[src/rtl/mouse_ps2_rx.sv]
// PS/2 mouse receiver: decodes 11-bit PS/2 frames (start, 8 data LSB first, odd parity,
// stop) into 3-byte mouse packets and integrates the movement into a clamped pointer
// position.
//
// Ports:
//   clk          system clock, all logic on the rising edge
//   rst          synchronous active-high reset
//   ps2_clk      raw asynchronous PS/2 clock from the mouse
//   ps2_data     raw asynchronous PS/2 data from the mouse
//   Mouse_X      pointer X position, 0..H_MAX-1
//   Mouse_Y      pointer Y position, 0..V_MAX-1
//   Mouse_Click  {5'b0, middle, right, left}
//   pkt_valid    one-cycle pulse when a packet is applied to the outputs
//   err          one-cycle pulse on parity, stop, sync or timeout error
module mouse_ps2_rx #(
  parameter int unsigned H_MAX   = 640,
  parameter int unsigned V_MAX   = 480,
  parameter int unsigned X_INIT  = 320,
  parameter int unsigned Y_INIT  = 240,
  parameter int unsigned TIMEOUT = 5000
) (
  input  logic        clk,
  input  logic        rst,
  input  logic        ps2_clk,
  input  logic        ps2_data,
  output logic [15:0] Mouse_X,
  output logic [15:0] Mouse_Y,
  output logic [7:0]  Mouse_Click,
  output logic        pkt_valid,
  output logic        err
);

  localparam int unsigned TmoW = $clog2(TIMEOUT + 1);
  localparam logic signed [16:0] XMax = 17'(H_MAX - 1);
  localparam logic signed [16:0] YMax = 17'(V_MAX - 1);

  typedef enum logic [1:0] {StIdle, StData, StParity, StStop} state_e;

  // Synchronizers: ps2c_sync_q = {prev, cur, first stage}
  logic [2:0]      ps2c_sync_q, ps2c_sync_d;
  logic [1:0]      ps2d_sync_q, ps2d_sync_d;
  state_e          state_q, state_d;
  logic [2:0]      bit_cnt_q, bit_cnt_d;
  logic [7:0]      shift_q, shift_d;
  logic            par_ok_q, par_ok_d;
  logic [TmoW-1:0] tmo_q, tmo_d;
  logic [1:0]      idx_q, idx_d;
  // Fields of b0 and the full b1 kept until b2 arrives
  logic [2:0]      btn_q, btn_d;
  logic            x_sign_q, x_sign_d;
  logic            y_sign_q, y_sign_d;
  logic            x_ovf_q, x_ovf_d;
  logic            y_ovf_q, y_ovf_d;
  logic [7:0]      b1_q, b1_d;
  logic [15:0]     x_q, x_d;
  logic [15:0]     y_q, y_d;
  logic [2:0]      click_q, click_d;
  logic            pkt_valid_q, pkt_valid_d;
  logic            err_q, err_d;

  logic               fall;
  logic               bit_in;
  logic signed [16:0] dx, dy, x_sum, y_sum;
  logic [15:0]        x_clamp, y_clamp;

  assign fall   = ps2c_sync_q[2] & ~ps2c_sync_q[1];
  assign bit_in = ps2d_sync_q[1];

  // Movement arithmetic; shift_q holds b2 while the stop bit of b2 is being sampled
  always_comb begin
    dx    = x_ovf_q ? 17'sd0 : {{8{x_sign_q}}, x_sign_q, b1_q};
    dy    = y_ovf_q ? 17'sd0 : {{8{y_sign_q}}, y_sign_q, shift_q};
    x_sum = $signed({1'b0, x_q}) + dx;
    y_sum = $signed({1'b0, y_q}) - dy;

    if (x_sum < 17'sd0)     x_clamp = 16'd0;
    else if (x_sum > XMax)  x_clamp = XMax[15:0];
    else                    x_clamp = x_sum[15:0];

    if (y_sum < 17'sd0)     y_clamp = 16'd0;
    else if (y_sum > YMax)  y_clamp = YMax[15:0];
    else                    y_clamp = y_sum[15:0];
  end

  always_comb begin
    ps2c_sync_d = {ps2c_sync_q[1:0], ps2_clk};
    ps2d_sync_d = {ps2d_sync_q[0], ps2_data};
    state_d     = state_q;
    bit_cnt_d   = bit_cnt_q;
    shift_d     = shift_q;
    par_ok_d    = par_ok_q;
    tmo_d       = tmo_q;
    idx_d       = idx_q;
    btn_d       = btn_q;
    x_sign_d    = x_sign_q;
    y_sign_d    = y_sign_q;
    x_ovf_d     = x_ovf_q;
    y_ovf_d     = y_ovf_q;
    b1_d        = b1_q;
    x_d         = x_q;
    y_d         = y_q;
    click_d     = click_q;
    pkt_valid_d = 1'b0;
    err_d       = 1'b0;

    if (state_q == StIdle || fall) begin
      tmo_d = '0;
    end else begin
      tmo_d = tmo_q + 1'b1;
    end

    if (state_q != StIdle && !fall && tmo_q == TmoW'(TIMEOUT - 1)) begin
      // Partial frame abandoned by the mouse
      err_d   = 1'b1;
      state_d = StIdle;
      idx_d   = 2'd0;
      tmo_d   = '0;
    end else if (fall) begin
      unique case (state_q)
        StIdle: begin
          if (!bit_in) begin
            state_d   = StData;
            bit_cnt_d = 3'd0;
          end
        end
        StData: begin
          shift_d   = {bit_in, shift_q[7:1]};
          bit_cnt_d = bit_cnt_q + 3'd1;
          if (bit_cnt_q == 3'd7) state_d = StParity;
        end
        StParity: begin
          par_ok_d = ^{shift_q, bit_in};
          state_d  = StStop;
        end
        StStop: begin
          state_d = StIdle;
          if (bit_in && par_ok_q) begin
            unique case (idx_q)
              2'd0: begin
                // b0 always has bit 3 set; anything else means we are out of sync
                if (shift_q[3]) begin
                  btn_d    = shift_q[2:0];
                  x_sign_d = shift_q[4];
                  y_sign_d = shift_q[5];
                  x_ovf_d  = shift_q[6];
                  y_ovf_d  = shift_q[7];
                  idx_d    = 2'd1;
                end else begin
                  err_d = 1'b1;
                end
              end
              2'd1: begin
                b1_d  = shift_q;
                idx_d = 2'd2;
              end
              2'd2: begin
                x_d         = x_clamp;
                y_d         = y_clamp;
                click_d     = btn_q;
                pkt_valid_d = 1'b1;
                idx_d       = 2'd0;
              end
              default: idx_d = 2'd0;
            endcase
          end else begin
            err_d = 1'b1;
            idx_d = 2'd0;
          end
        end
        default: state_d = StIdle;
      endcase
    end
  end

  always_ff @(posedge clk) begin
    if (rst) begin
      ps2c_sync_q <= 3'b111;
      ps2d_sync_q <= 2'b11;
      state_q     <= StIdle;
      bit_cnt_q   <= 3'd0;
      shift_q     <= 8'd0;
      par_ok_q    <= 1'b0;
      tmo_q       <= '0;
      idx_q       <= 2'd0;
      btn_q       <= 3'd0;
      x_sign_q    <= 1'b0;
      y_sign_q    <= 1'b0;
      x_ovf_q     <= 1'b0;
      y_ovf_q     <= 1'b0;
      b1_q        <= 8'd0;
      x_q         <= 16'(X_INIT);
      y_q         <= 16'(Y_INIT);
      click_q     <= 3'd0;
      pkt_valid_q <= 1'b0;
      err_q       <= 1'b0;
    end else begin
      ps2c_sync_q <= ps2c_sync_d;
      ps2d_sync_q <= ps2d_sync_d;
      state_q     <= state_d;
      bit_cnt_q   <= bit_cnt_d;
      shift_q     <= shift_d;
      par_ok_q    <= par_ok_d;
      tmo_q       <= tmo_d;
      idx_q       <= idx_d;
      btn_q       <= btn_d;
      x_sign_q    <= x_sign_d;
      y_sign_q    <= y_sign_d;
      x_ovf_q     <= x_ovf_d;
      y_ovf_q     <= y_ovf_d;
      b1_q        <= b1_d;
      x_q         <= x_d;
      y_q         <= y_d;
      click_q     <= click_d;
      pkt_valid_q <= pkt_valid_d;
      err_q       <= err_d;
    end
  end

  assign Mouse_X     = x_q;
  assign Mouse_Y     = y_q;
  assign Mouse_Click = {5'b0, click_q};
  assign pkt_valid   = pkt_valid_q;
  assign err         = err_q;

endmodule

[config.mk]
export PLATFORM = sky130hd
export DESIGN_NAME = mouse_ps2_rx
export DESIGN_NICKNAME = d
export VERILOG_FILES = /design/src/rtl/mouse_ps2_rx.sv
export SDC_FILE = /design/constraint.sdc
export NUM_CORES = 1
export LEC_CHECK = 0
export CAP_MARGIN = 10
export CELL_PAD_IN_SITES_DETAIL_PLACEMENT = 0
export CELL_PAD_IN_SITES_GLOBAL_PLACEMENT = 1
export CORE_ASPECT_RATIO = 0.75
export CORE_MARGIN = 2
export CORE_UTILIZATION = 36
export DETAILED_ROUTE_END_ITERATION = 7
export HOLD_SLACK_MARGIN = 0.12
export PLACE_DENSITY = 0.73
export SLEW_MARGIN = 20
export SYNTH_ARGS = -nofsm -noshare
export SYNTH_HDL_FRONTEND = slang
export SYNTH_SLANG_ARGS = --single-unit
[constraint.sdc]
create_clock -name clk -period 4.61 [get_ports clk]
set_clock_uncertainty 0.15 [all_clocks]
set_input_delay 0.6915 -clock clk [delete_from_list [all_inputs] [get_ports clk]]
set_output_delay 0.6915 -clock clk [all_outputs]
set_load 0.005 [all_outputs]
Word-level counts from Yosys, hierarchy flattened
Cells that the tools add are included.
{"block": "totals", "word_cells": 85, "reg_bits": 86}
{"block": "op_classes", "n_reduce_logical": 21, "muxes": 21, "add_sub_neg": 4, "bitwise_logic": 6, "order_cmp": 4, "eq_ne": 10}
{"operator": "16-bit two-way mux", "count": 4}
{"operator": "17-bit by 1-bit < comparator with 1-bit output (second input constant)", "count": 2}
{"operator": "17-bit two-way mux", "count": 2}
{"operator": "17-bit adder", "count": 1}
{"operator": "17-bit by 10-bit greater-than comparator with 1-bit output (second input constant)", "count": 1}
{"operator": "17-bit by 11-bit greater-than comparator with 1-bit output (second input constant)", "count": 1}
{"operator": "17-bit subtractor", "count": 1}
{"operator": "13-bit by 1-bit adder with 13-bit output (second input constant)", "count": 1}
{"operator": "13-bit == test (second input constant)", "count": 1}
{"operator": "3-bit AND reduction", "count": 4}
{"operator": "5-bit AND reduction", "count": 2}
{"operator": "9-bit XOR reduction", "count": 1}
{"operator": "2-bit two-way mux", "count": 4}
{"operator": "2-bit one-hot mux with 4 select lines", "count": 1}
{"operator": "1-bit two-way mux", "count": 7}
{"operator": "2-bit == test (second input constant)", "count": 3}
{"operator": "3-bit one-hot mux with 2 select lines", "count": 1}
{"operator": "6-bit AND reduction", "count": 1}
{"operator": "1-bit inverter", "count": 5}
{"operator": "5-bit OR reduction", "count": 1}
{"operator": "2-bit by 1-bit == test with 1-bit output (second input constant)", "count": 2}
{"operator": "2-bit logical NOT", "count": 2}
{"operator": "2-bit != test (second input constant)", "count": 2}
{"operator": "2-bit one-hot mux with 2 select lines", "count": 1}
{"operator": "other kinds (12)", "count": 15}

Depth between registers and ports, before layout
{"block": "logic_depth", "ltp_word": 7, "depth_mapped": 14, "depth_no_buf": 13}

Worst setup path after synthesis
OpenSTA, ideal clock, no wires.
{"block": "synth_timing", "path_kind": "reg2reg", "from": "register x_ovf_q", "to": "register x_q[8] (netlist: Mouse_X[8])", "stages_incl_launch_ff": 14, "setup_time_ns": 0.082, "path_slack_ns": 1.304, "t_arrival_ns": 3.073, "period_less_slack_ns": 3.306, "cell_sequence": "dfxtp_1 > clkbuf_2 > nand2b_1 > inv_1 > ha_1 > a21oi_2 > o2111ai_2 > a2111oi_4 > nor2_2 > or3_1 > a221oi_2 > nand4_4 > or3_1 > o2111ai_1"}
{"block": "synth_via", "elab_chain_cells": 5}
{"element": "from (decl)", "line_no": "52", "text": "logic x_ovf_q, x_ovf_d;"}
{"element": "from (signal assigned)", "line_no": "208", "text": "x_ovf_q <= x_ovf_d;"}
{"element": "17-bit two-way mux (*)", "line_no": "71", "text": "dx = x_ovf_q ? 17'sd0 : {{8{x_sign_q}}, x_sign_q, b1_q};"}
{"element": "17-bit adder (*)", "line_no": "73", "text": "x_sum = $signed({1'b0, x_q}) + dx;"}
{"element": "17-bit by 11-bit greater-than comparator with 1-bit output", "line_no": "77", "text": "else if (x_sum > XMax) x_clamp = XMax[15:0];"}
{"element": "16-bit two-way mux", "line_no": "77"}
{"element": "16-bit two-way mux (*)", "line_no": "76", "text": "if (x_sum < 17'sd0) x_clamp = 16'd0;"}
{"element": "to (signal assigned)", "line_no": "191", "text": "x_q <= 16'(X_INIT);"}
{"element": "to (decl)", "line_no": "55", "text": "logic [15:0] x_q, x_d;"}
Every way passes the cells marked *; elsewhere a longest branch is shown, timed or not.
A chain may end at the register's enable or synchronous reset.

Final worst setup path
{"block": "layout_timing", "from": "register y_ovf_q", "to": "register y_q[7] (netlist: Mouse_Y[7])"}
{"block": "layout_via", "elab_chain_cells": 5}
{"element": "from (decl)", "line_no": "53", "text": "logic y_ovf_q, y_ovf_d;"}
{"element": "from (signal assigned)", "line_no": "209", "text": "y_ovf_q <= y_ovf_d;"}
{"element": "17-bit two-way mux (*)", "line_no": "72", "text": "dy = y_ovf_q ? 17'sd0 : {{8{y_sign_q}}, y_sign_q, shift_q};"}
{"element": "17-bit subtractor (*)", "line_no": "74", "text": "y_sum = $signed({1'b0, y_q}) - dy;"}
{"element": "17-bit by 10-bit greater-than comparator with 1-bit output", "line_no": "81", "text": "else if (y_sum > YMax) y_clamp = YMax[15:0];"}
{"element": "16-bit two-way mux", "line_no": "81"}
{"element": "16-bit two-way mux (*)", "line_no": "80", "text": "if (y_sum < 17'sd0) y_clamp = 16'd0;"}
{"element": "to (signal assigned)", "line_no": "192", "text": "y_q <= 16'(Y_INIT);"}
{"element": "to (signal assigned)", "line_no": "212", "text": "y_q <= y_d;"}
{"element": "to (decl)", "line_no": "56", "text": "logic [15:0] y_q, y_d;"}
Marked as above.

==> results by group <==
Route
  – Vias/cell: 5.50
  – Detailed Route WL: roughly 13 mm
  – Pre-antenna DRT Iters: 4
  – Antenna-violating nets left: 0
  – DRC: 0
  – Post-DR wirelength/cell: about 15 um
  – Starting DRC count in detailed routing: between 300 and 400
  – Vias: between 4000 and 5000

Job
  – MaxCap Viol Count: 0

Setup path
  – Setup slack, reg-to-reg: ~770 ps
  – Reg2Reg Depth: 11
  – Crit path required time: 4660 ps
  – Critical setup path kind: reg2reg
  – Worst Path Arrival: 3880 ps
  – Critical Path End Type: register
  – Crit path launch: y_ovf_q
  – Max FO, Critical Path: 11
  – Reg2reg end: Mouse_Y[7]
  – CP Capture Point: Mouse_Y[7]
  – Critical Path Source Type: register
  – RR Startpoint: y_ovf_q

Synthesis
  – Synth area leader: dfxtp_1
  – Top cells by area, synth: dfxtp_1 (33%), ha_1 (7.9%), nor2_1 (4.8%)
  – Post-synth top area share: 33.1%
  – Yosys reg bits: between 80 and 90
  – EDFF count, synth: 0
  – Syn Inst Count: 621
  – Syn Std Cell Area: roughly 0.0052 mm^2
  – Top_reg_cell synth: dfxtp_1
  – Sequential area share after synthesis: approximately a third
  – Main combinational cell family by area after synthesis: simple AND/OR/NAND/NOR gates
  – Post-synthesis cell type count: 71
  – Synth top cells by count: dfxtp_1 (86), nor2_1 (66), nand2_1 (58), a21oi_1 (38), ha_1 (33)
  – Most frequent cell after synthesis: dfxtp_1
  – Yosys warns: 0
  – Mux contribution to synthesized area: 4.65%
  – Async SR Flop Fraction: 0%
  – Synth Area in Compound Gates: ~17%
  – Xor and xnor fraction of the mapped netlist area: 5.73%
  – Syn Area/Cell: about 8.4 um^2
  – Synth Area in Simple Gates: between 20% and 30%
  – Adder-Cell Fraction of Synth Area: under 10%

Floorplanning
  – Initial Util: 37.4%
  – Die span in y: around 110 um
  – Ports: between 40 and 50
  – Site Rows: 37
  – DIE AREA: ~0.015 mm^2
  – Core area: 0.0139 mm^2
  – Die Wd: about 140 um

Global route
  – Grt total ovfl: 0
  – First-pass GRT wire length: approximately 21 mm
  – Vias in the first global route: 4193
  – Total GRT Usage: ~17%
  – Largest net degree at the start of global routing: 49
  – Initial antenna violation count: 0

Place
  – DPL Wire Length: roughly 9.4 mm
  – IO buf count: 40
  – RD Place Congestion: approximately 0.89

Clocking
  – Setup Buffers After CTS: 0
  – CTS tree: built
  – Clock Tree Buf Depth: 2
  – CTS Buf Count: 9
  – CTS clk-pin slew, worst paths: 60 ps
  – H-tree Lvls: 3
  – Hold_buf cts: 0
  – Root Driver: clkbuf_16
  – Worst-Skew Late Latency: ~330 ps
  – Clk sinks: 86
  – Cts repair resizes: 0

STA
  – Unrepaired setup endpoints after global routing: false
  – Fmax: approximately 0.26 GHz
  – Final min period: 3840 ps
  – Final setup fails: 0
  – Slew margin rel.: between 40% and 50%
  – Worst slew pin tran: between 700 and 800 ps
  – Max Slew Vio Count: 0
  – Final setup TNS: 0 ps
  – Fin. Hold Viols: 0
  – Part of the cycle the worst path needs: between 80% and 90%

Pwr
  – Worst vdd ir: between 0.15 and 0.2 mV
  – Leakage dissipation: around 0.0022 uW
  – Pwr dens: between 200 and 250 mW/mm^2

Finish
  – Fin nets: approximately 690
  – Antenna cells: 0
  – Area delta synth->final: 14.9%
  – Fraction of layout cells with a size suffix above 1: a little over 7%
  – Final Util: about 43%

Hold path
  – Worst Hold Class: reg2reg

Outcome
  – Status: complete, no violations
## layer usage
metal,up-vias,track usage [%],wire length [um]
met5,-,0,0
met4,0,4.03,94
met3,10,3.99,677
met2,116,24.5,5300
met1,2167,25.5,6710
li1,2261,-,-
## registers in the layout (all words and copies together) (netlist names), 2 cells and up
register     flops
shift_q          8
ps2c_sync_q      3
Mouse_Y         16
state_q          2
bit_cnt_q        3
tmo_q           13
btn_q            3
ps2d_sync_q      2
click_q          3
b1_q             8
idx_q            2
Mouse_X         16
## per-stage QoR
step	setup WS, ps	cell area, um^2	instances	hold WS (ps)	power, uW
after floorplan	1300	5210	625	239	782
after global placement	992	5690	812	245	786
after detailed placement	844	5690	812	251	786
after CTS	786	5970	828	267	1470
after global routing	346	5970	828	277	1500
final	774	5970	828	261	1450
## logic make-up (layout without fill, tap and decap cells)
family / Yosys count / in the layout
AO/OA/AOI/OAI: 130 / 130
multiplexers: 24 / 24
buffers and inverters: 54 / 82
AND/OR/NAND/NOR: 257 / 257
XOR/XNOR: 34 / 34
adder cells (fa/ha/maj): 35 / 35
flip-flops: 86 / 86
other: 1 / 5
## power breakdown
group	internal (uW)	switching [uW]	leakage (uW)
clock	380	302	0.000132
combinational	6.70	16.6	0.00140
sequential	745	1.20	0.000694
total	1130	320	0.00223
## how the worst min path moves through the flow
stage,cells past startpoint,startpoint,to
6_report,1,ps2c_sync_q[0],ps2c_sync_q[1]
5_1_grt,1,ps2c_sync_q[0],ps2c_sync_q[1]
4_1_cts,1,ps2c_sync_q[0],ps2c_sync_q[1]
3_5_place_dp,1,ps2c_sync_q[0],ps2c_sync_q[1]
3_3_place_gp,1,ps2c_sync_q[0],ps2c_sync_q[1]
2_1_floorplan,1,ps2c_sync_q[0],ps2c_sync_q[1]
## placed cells by master (no fill, tap or decap), types with 6 or more instances in the layout
| cell type | instances |
|---|---|
| nand4_1 | 7 |
| dfxtp_1 | 86 |
| a21o_1 | 8 |
| nand2_1 | 58 |
| inv_1 | 20 |
| nor3_1 | 12 |
| a21oi_1 | 38 |
| nor2b_1 | 16 |
| mux2i_1 | 23 |
| nor2_1 | 66 |
| ha_1 | 33 |
| nand2b_1 | 15 |
| clkbuf_16 | 9 |
| and3_1 | 20 |
| or3_1 | 6 |
| clkdlybuf4s50_1 | 39 |
| nand3_1 | 25 |
| xor2_1 | 12 |
| o21ai_0 | 22 |
| xnor2_1 | 22 |
| o21a_1 | 6 |
## final cells by class
type,instances,area (um^2)
clock inverter,5,33.8
timing repair buffer,45,433
multi-input combinational,485,3240
tap,175,219
sequential,86,1720
fill,1359,7920
clock buffer,11,243
inverter,21,78.8
## critical path, stage by stage, from the launching register on
cell and delay [ps]:
dfxtp_1 440, nand2b_1 390, ha_1 420, a21oi_1 290
a21oi_1 70, a311oi_1 270, o311ai_0 180, a211oi_1 220
o311ai_0 170, or4_1 520, nor2_1 400, o21ai_0 170
Note: power is estimated with default switching activity, not from simulation.
